File: config.mk
export PLATFORM = sky130hd
export DESIGN_NAME = dbus_initiator
export DESIGN_NICKNAME = d
export VERILOG_FILES = /design/src/rtl/dbus_init_pkg.sv /design/src/rtl/peri_defs_pkg.sv /design/src/rtl/dbus_initiator.sv
export SDC_FILE = /design/constraint.sdc
export NUM_CORES = 1
export LEC_CHECK = 0
export BUFFER_PORTS_ARGS = -buffer_cell sky130_fd_sc_hd__buf_2
export CAP_MARGIN = 5
export CORE_MARGIN = 10
export CORE_UTILIZATION = 48
export DETAILED_ROUTE_END_ITERATION = 12
export PLACE_DENSITY_LB_ADDON = 0.1
export SYNTH_ARGS = -nofsm -noshare
export SYNTH_HDL_FRONTEND = slang
export SYNTH_SLANG_ARGS = --single-unit
File: constraint.sdc
create_clock -name clk -period 2.7 [get_ports clk]
set_input_delay 0.27 -clock clk [delete_from_list [all_inputs] [get_ports clk]]
set_output_delay 0.27 -clock clk [all_outputs]
set_load 0.05 [all_outputs]
File: src/rtl/dbus_init_pkg.sv
// dbus_init_pkg: state encoding, defaults and byte-lane legality for dbus_initiator.
package dbus_init_pkg;

   typedef enum logic [1:0] {IDLE, REQ, RESP} type_dbus_init_state_e;

   localparam int DBUS_INIT_TIMEOUT_DEFAULT = 255;

   function automatic logic is_legal_sel_byte(input logic [3:0] sel);
      return sel inside {4'b0001, 4'b0010, 4'b0100, 4'b1000, 4'b0011, 4'b1100, 4'b1111};
   endfunction

endpackage

File: src/rtl/peri_defs_pkg.sv
// peri_defs_pkg: peripheral-side data bus structs shared by initiators and responders.
package peri_defs_pkg;

   typedef struct packed {
      logic [31:0] addr;
      logic [31:0] w_data;
      logic        w_en;
      logic        req;
      logic [3:0]  sel_byte;
   } type_dbus2peri_s;

   typedef struct packed {
      logic [31:0] r_data;
      logic        ack;
   } type_peri2dbus_s;

endpackage

File: src/rtl/dbus_initiator.sv
// dbus_initiator: issues one data-bus transaction per command and returns data or error,
// aborting with error if the peripheral never acknowledges.
module dbus_initiator
   import dbus_init_pkg::*, peri_defs_pkg::*;
#(
   parameter int TIMEOUT_CYCLES = DBUS_INIT_TIMEOUT_DEFAULT
) (
   input  logic            clk,
   input  logic            rst_n,
   input  logic            cmd_valid_i,
   output logic            cmd_ready_o,
   input  logic [31:0]     cmd_addr_i,
   input  logic [31:0]     cmd_wdata_i,
   input  logic            cmd_we_i,
   input  logic [3:0]      cmd_sel_byte_i,
   output logic            rsp_valid_o,
   input  logic            rsp_ready_i,
   output logic [31:0]     rsp_rdata_o,
   output logic            rsp_err_o,
   output type_dbus2peri_s dbus2peri_o,
   input  type_peri2dbus_s peri2dbus_i,
   output logic            busy_o
);
   localparam int CW = $clog2(TIMEOUT_CYCLES + 1);

   type_dbus_init_state_e state_q, state_d;
   logic [CW-1:0] cnt_q, cnt_d;
   logic [31:0]   addr_q, wdata_q, rdata_q, rdata_d;
   logic [3:0]    sel_q;
   logic          we_q, err_q, err_d;
   logic          accept, legal, ack, tout;

   assign accept = cmd_valid_i && state_q == IDLE;
   assign legal  = is_legal_sel_byte(cmd_sel_byte_i);
   assign ack    = state_q == REQ && peri2dbus_i.ack;
   assign tout   = state_q == REQ && cnt_q == CW'(TIMEOUT_CYCLES - 1);

   always_ff @(posedge clk) begin
      if (!rst_n) state_q <= IDLE;
      else        state_q <= state_d;
   end

   always_comb begin
      state_d = state_q;
      case (state_q)
         IDLE:    if (cmd_valid_i) state_d = legal ? REQ : RESP;
         REQ:     if (ack || tout) state_d = RESP;
         RESP:    if (rsp_ready_i) state_d = IDLE;
         default: state_d = IDLE;
      endcase
   end

   always_comb begin
      cmd_ready_o = rst_n && state_q == IDLE;
      rsp_valid_o = state_q == RESP;
      busy_o      = state_q != IDLE;
      rsp_rdata_o = rdata_q;
      rsp_err_o   = err_q;
      dbus2peri_o = '{addr: addr_q, w_data: wdata_q, w_en: we_q, req: state_q == REQ, sel_byte: sel_q};
   end

   // Ack wins over a timeout landing in the same cycle; the counter saturates rather than wraps.
   always_comb begin
      cnt_d   = state_q == REQ ? ((&cnt_q) ? cnt_q : cnt_q + 1'b1) : '0;
      rdata_d = rdata_q;
      err_d   = err_q;
      if (accept) begin
         rdata_d = '0;
         err_d   = !legal;
      end else if (ack) begin
         rdata_d = we_q ? '0 : peri2dbus_i.r_data;
         err_d   = 1'b0;
      end else if (tout) begin
         rdata_d = '0;
         err_d   = 1'b1;
      end
   end

   always_ff @(posedge clk) begin
      if (!rst_n) begin
         cnt_q   <= '0;
         rdata_q <= '0;
         err_q   <= 1'b0;
         addr_q  <= '0;
         wdata_q <= '0;
         we_q    <= 1'b0;
         sel_q   <= '0;
      end else begin
         cnt_q   <= cnt_d;
         rdata_q <= rdata_d;
         err_q   <= err_d;
         if (accept) begin
            addr_q  <= cmd_addr_i;
            wdata_q <= cmd_wdata_i;
            we_q    <= cmd_we_i;
            sel_q   <= cmd_sel_byte_i;
         end
      end
   end

endmodule

======== After elaboration in Yosys (flattened, before gate mapping) ========
Index checks and enable logic that the tools add are counted.
word-level totals
  bits in registers ....................... 112
  input port bits ......................... 106
  output and inout bits ................... 106
  word-level logic and storage cells ...... 49
cells by class
  $add $sub $neg .......................... 1
  eq/ne operators ......................... 13
  mux-type cells .......................... 11
  bitwise logic cells ..................... 1
  reduce and logical (&&, ||, !) cells .... 15
operators by type and width
  operator                                       number
  2-to-1 mux 32 bit                              3
  == test 4 bit, second input constant           3
  adder 8 x 1 -> 8 bit, second input constant    1
  == test 4 x 2 -> 1 bit, second input constant  2
  == test 8 bit, second input constant           1
  2-to-1 mux 2 bit                               4
  AND reduction 8 bit                            1
  nonzero test 7 bit                             1
  one-hot mux 2 bit (3 select lines)             1
  == test 4 x 1 -> 1 bit, second input constant  1
  == test 4 x 3 -> 1 bit, second input constant  1
  logical AND 1 bit                              4
  != test 2 x 1 -> 1 bit, second input constant  2
  nonzero test 2 bit                             2
  2-to-1 mux 1 bit                               3
  AND reduction 3 bit                            1
  nonzero test 3 bit                             1
  == test 2 x 1 -> 1 bit, second input constant  1
  == test 2 bit, second input constant           1
  zero test 2 bit                                1
  != test 2 bit, second input constant           1
  AND reduction 2 bit                            1
  OR reduction 2 bit                             1
  zero test 1 bit                                1
  2 further kinds                                2

======== Longest topological paths before layout ========
  word-level depth ........................ 5
  gate-level depth with buffers ........... 7
  depth with buffers taken out ............ 6

======== Worst setup path after synthesis ========
OpenSTA, ideal clock, no wires.
  path type ............................... register to output
  start point ............................. register state_q[1]
  end point ............................... output port cmd_ready_o
  data arrival time ....................... 1.413 ns
  required time ........................... 2.430 ns
  setup slack ............................. 1.017 ns
  cell stages (with the launch flop) ...... 4
  buffers on the path ..................... 0
  path through ............................ dfxtp_1 > nor2_1 > inv_1 > nor2_1
between the ends
  word-level cells in the longest chain between the ends .. 2
RTL lines
  item                      line                  RTL
  start: declaration        dbus_initiator.sv:26  type_dbus_init_state_e state_q, state_d;
  start signal: assignment  dbus_initiator.sv:40  else state_q <= state_d;
  zero test 2 bit           dbus_initiator.sv:54  cmd_ready_o = rst_n && state_q == IDLE;
  logical AND 1 bit         dbus_initiator.sv:54
  end: declaration          dbus_initiator.sv:11  output logic cmd_ready_o,
Every way passes these cells.

======== Worst setup path after layout ========
  start point ............................. register cnt_q[0]
  end point ............................... register rdata_q[9], in the netlist rsp_rdata_o[9]
between the ends
  word-level cells in the longest chain between the ends .. 3
RTL lines
  item                                 line                  RTL
  start: declaration                   dbus_initiator.sv:27  logic [CW-1:0] cnt_q, cnt_d;
  start signal: assignment             dbus_initiator.sv:89  cnt_q <= cnt_d;
  == test 8 bit                        dbus_initiator.sv:36  assign tout = state_q == REQ && cnt_q == CW'(TIMEOUT_CYCLES - 1);
  logical AND 1 bit                    dbus_initiator.sv:36
  nonzero test 2 bit (no source line)  n/a
  end signal: assignment               dbus_initiator.sv:90  rdata_q <= rdata_d;
  end: declaration                     dbus_initiator.sv:28  logic [31:0] addr_q, wdata_q, rdata_q, rdata_d;
Every way passes these cells.
A chain may end at the register's enable or synchronous reset.

==> results.cfg <==
[outcome]
outcome = completed

[route]
drt-pass1-iter-count = 4
drc = 0
drt_iter0_markers = 256
wirelength_microns = 12350
ant_nets = 0
wire_per_inst_microns = 16.42
viasPerCell = 4.961
vias = 3731

[timing]
setup_ws_ns = 0.9536
slew-limit-headroom_pct = 53.76
worst_pin_slew_ns = 0.6912
rsz0062_at_grt = no
hold_violations = 0
slew_viol_final = 0
min_period_over_period_pct = 64.68
fin_tns_setup_ns = 0
fin_crit_ns = 1.746
clock.fmax_ghz = 0.5726
skew_ns = 0.009315
finalSetupViolations = 0

[clock_network]
hold_buffers = 0
cts_sinks = 112
numCtsBuffers = 9
cts_tree = yes
cts_resized = 0
post-cts-setup-buffers = 0
clock-root-buffer = clkbuf_8
clk_latency_ns = 0.36
htree_levels = 3
clockBufferDepth = 2
clk_pin_slew_worst_paths_ns = 0.11

[worst_setup_path]
worst-path-max-fanout = 32
cp-end-kind = register
required_ns = 3.00
worstSetupPathType = register to register
start_kind = register
crit_arrival_ns = 2.05
reg2reg_depth = 7
r2r_slack_ns = 0.95
r2r-start = cnt_q[0]
r2r-end = rsp_rdata_o[9]

[die]
io_pins = 212
row_count = 33
initial_core_util_pct = 48.92
die_area_sq_um = 12330
core-area_sq_um = 8134
die_x_microns = 111.0
die_h_microns = 111.0

[logic_synthesis]
synth_top_cell_area_share_pct = 56.35
synth_nets = 552
yosysSeqAreaShare_pct = 56.35
synth.avg_cell_area_sq_um = 8.961
synthCells = 444
synth_area_sq_um = 3979
postSynth.asyncResetShare_pct = 0
yosysWarnings = 0
synthTopCellsByArea = dfxtp_1 56%, nand2_1 13%, a21oi_1 9.4%, a22o_2 5.0%, a22o_1 2.6%
synth_cell_types = 32
ys_seq_elements = 112
synth-main-ff-cell = dfxtp_1
synth_edf_count = 0
synth_top_area_cell = dfxtp_1

[placed_design]
globalplace.congestion = 0.8206
hpwl_microns = 9470
io_buffer_count = 211
pre_cts_slack_ns = 0.9788

[layout]
drive_gt1_share_pct = 40.34
nNetsFinal = 750
final_cell_mix = 211 x buf_2, 138 x nand2_1, 112 x dfxtp_1
antenna_cells = 0
syn_to_final_growth_pct = 33.24
final_common_cell = buf_2

[global_routing]
grt_pass1_wl_microns = 19420
grt_max_degree = 50
grt.overflow.total = 0
antenna_found_initial = 0
track_usage_pct = 19.01
grt_pass1_vias = 3608

[hold_path]
hold_end = rsp_rdata_o[26]
hold_depth = 2
min_path_type = primary input to register
min-delay-start = peri2dbus_i[27]

[run]
max_cap_viol_count = 0

[pwr]
p_leak_nw = 2.569
ir_drop_mv = 0.3632
powerDensity_nw_per_um2 = 693.2
-- where the power goes --
| group | total (W) | leakage (nW) | internal [W] | switching (W) |
|---|---|---|---|---|
| clock | 0.00113 | 0.119 | 0.000546 | 0.000589 |
| combinational | 0.000755 | 1.54 | 0.000196 | 0.000559 |
| sequential | 0.00178 | 0.914 | 0.00174 | 0.0000453 |
| total | 0.00367 | 2.57 | 0.00248 | 0.00119 |
-- cell usage after synthesis (2+ instances only) --
library cell  instances
nor3_1                5
o21ai_0               2
buf_6                 6
buf_2                 2
xnor2_1               3
nand4_1               2
buf_4                 2
a211oi_1              3
a22o_1               12
clkbuf_1             20
a22o_2               20
a31oi_1               4
nor2_1               10
ha_1                  2
and3_1                3
a21oi_1              75
nand2_1             139
nand3_1               5
dfxtp_1             112
inv_1                 5
-- critical path, stage by stage, from the launching register on --
cell and delay [ns]:
dfxtp_1 0.42, inv_1 0.06, ha_1 0.19, nand3_1 0.11, o21bai_2 0.10, a211oi_4 0.23, buf_4 0.35, a22o_1 0.20
-- per-layer routing --
metal | share of wire [%] | vias to the layer above | track usage [%] | wire length [microns]
li1 | - | 1888 | - | -
met1 | 41 | 1690 | 21.90 | 5100
met3 | 8.9 | 10 | 7.089 | 1103
met2 | 49 | 143 | 32.08 | 5991
met4 | 1.2 | 0 | 5.741 | 153
met5 | 0 | - | 0 | 0
-- cell type report --
| cell class | count | area [sq um] |
|---|---|---|
| Fill cell | 740 | 2833 |
| Sequential cell | 112 | 2242 |
| Multi-Input combinational cell | 296 | 1554 |
| Timing Repair Buffer | 217 | 1114 |
| Tap cell | 105 | 131.4 |
| Clock buffer | 9 | 123.9 |
| Clock inverter | 7 | 113.9 |
| Inverter | 6 | 22.52 |
-- how the worst max path moves through the flow --
stage,cells past startpoint,slack (ns),end,from
after global placement,7,1.04,rsp_rdata_o[26],cnt_q[0]
final,7,0.95,rsp_rdata_o[9],cnt_q[0]
after global routing,7,0.83,rsp_rdata_o[9],cnt_q[0]
after detailed placement,7,0.98,rsp_rdata_o[23],cnt_q[0]
after CTS,2,0.95,dbus2peri_o[4],state_q[0]
after floorplan,3,1.02,cmd_ready_o,state_q[1]
-- logic make-up (layout without fill, tap and decap cells) --
logic type,Yosys count,count (layout),synth area share (%)
compound gates,120,120,19.72
xor+xnor,3,3,0.6605
fa+ha+maj,2,2,0.6288
buf+inv,36,239,4.780
flops,112,112,56.35
mux,1,1,0.2516
simple gates,170,170,17.61
-- metrics by stage --
stage	power, W	hold WS [ns]	util, %	cell area (sq um)	cells
6_report	0.003675	0.1161	65.17	5301	752
5_1_grt	0.003837	0.08741	65.17	5301	752
4_1_cts	0.003713	0.09316	65.17	5301	752
3_5_place_dp	0.002585	0.4431	62.25	5064	736
3_3_place_gp	0.002573	0.4383	62.25	5064	736
2_1_floorplan	0.002356	0.3875	-	3979	444
-- registers in the layout, summed over array words and instances, names as in the netlist --
signal and cells:
addr_q 32, cnt_q 8, rsp_err_o 1, state_q 2, wdata_q 32, rsp_rdata_o 32
we_q 1, sel_q 4
Power figures use the tool's default switching activity.
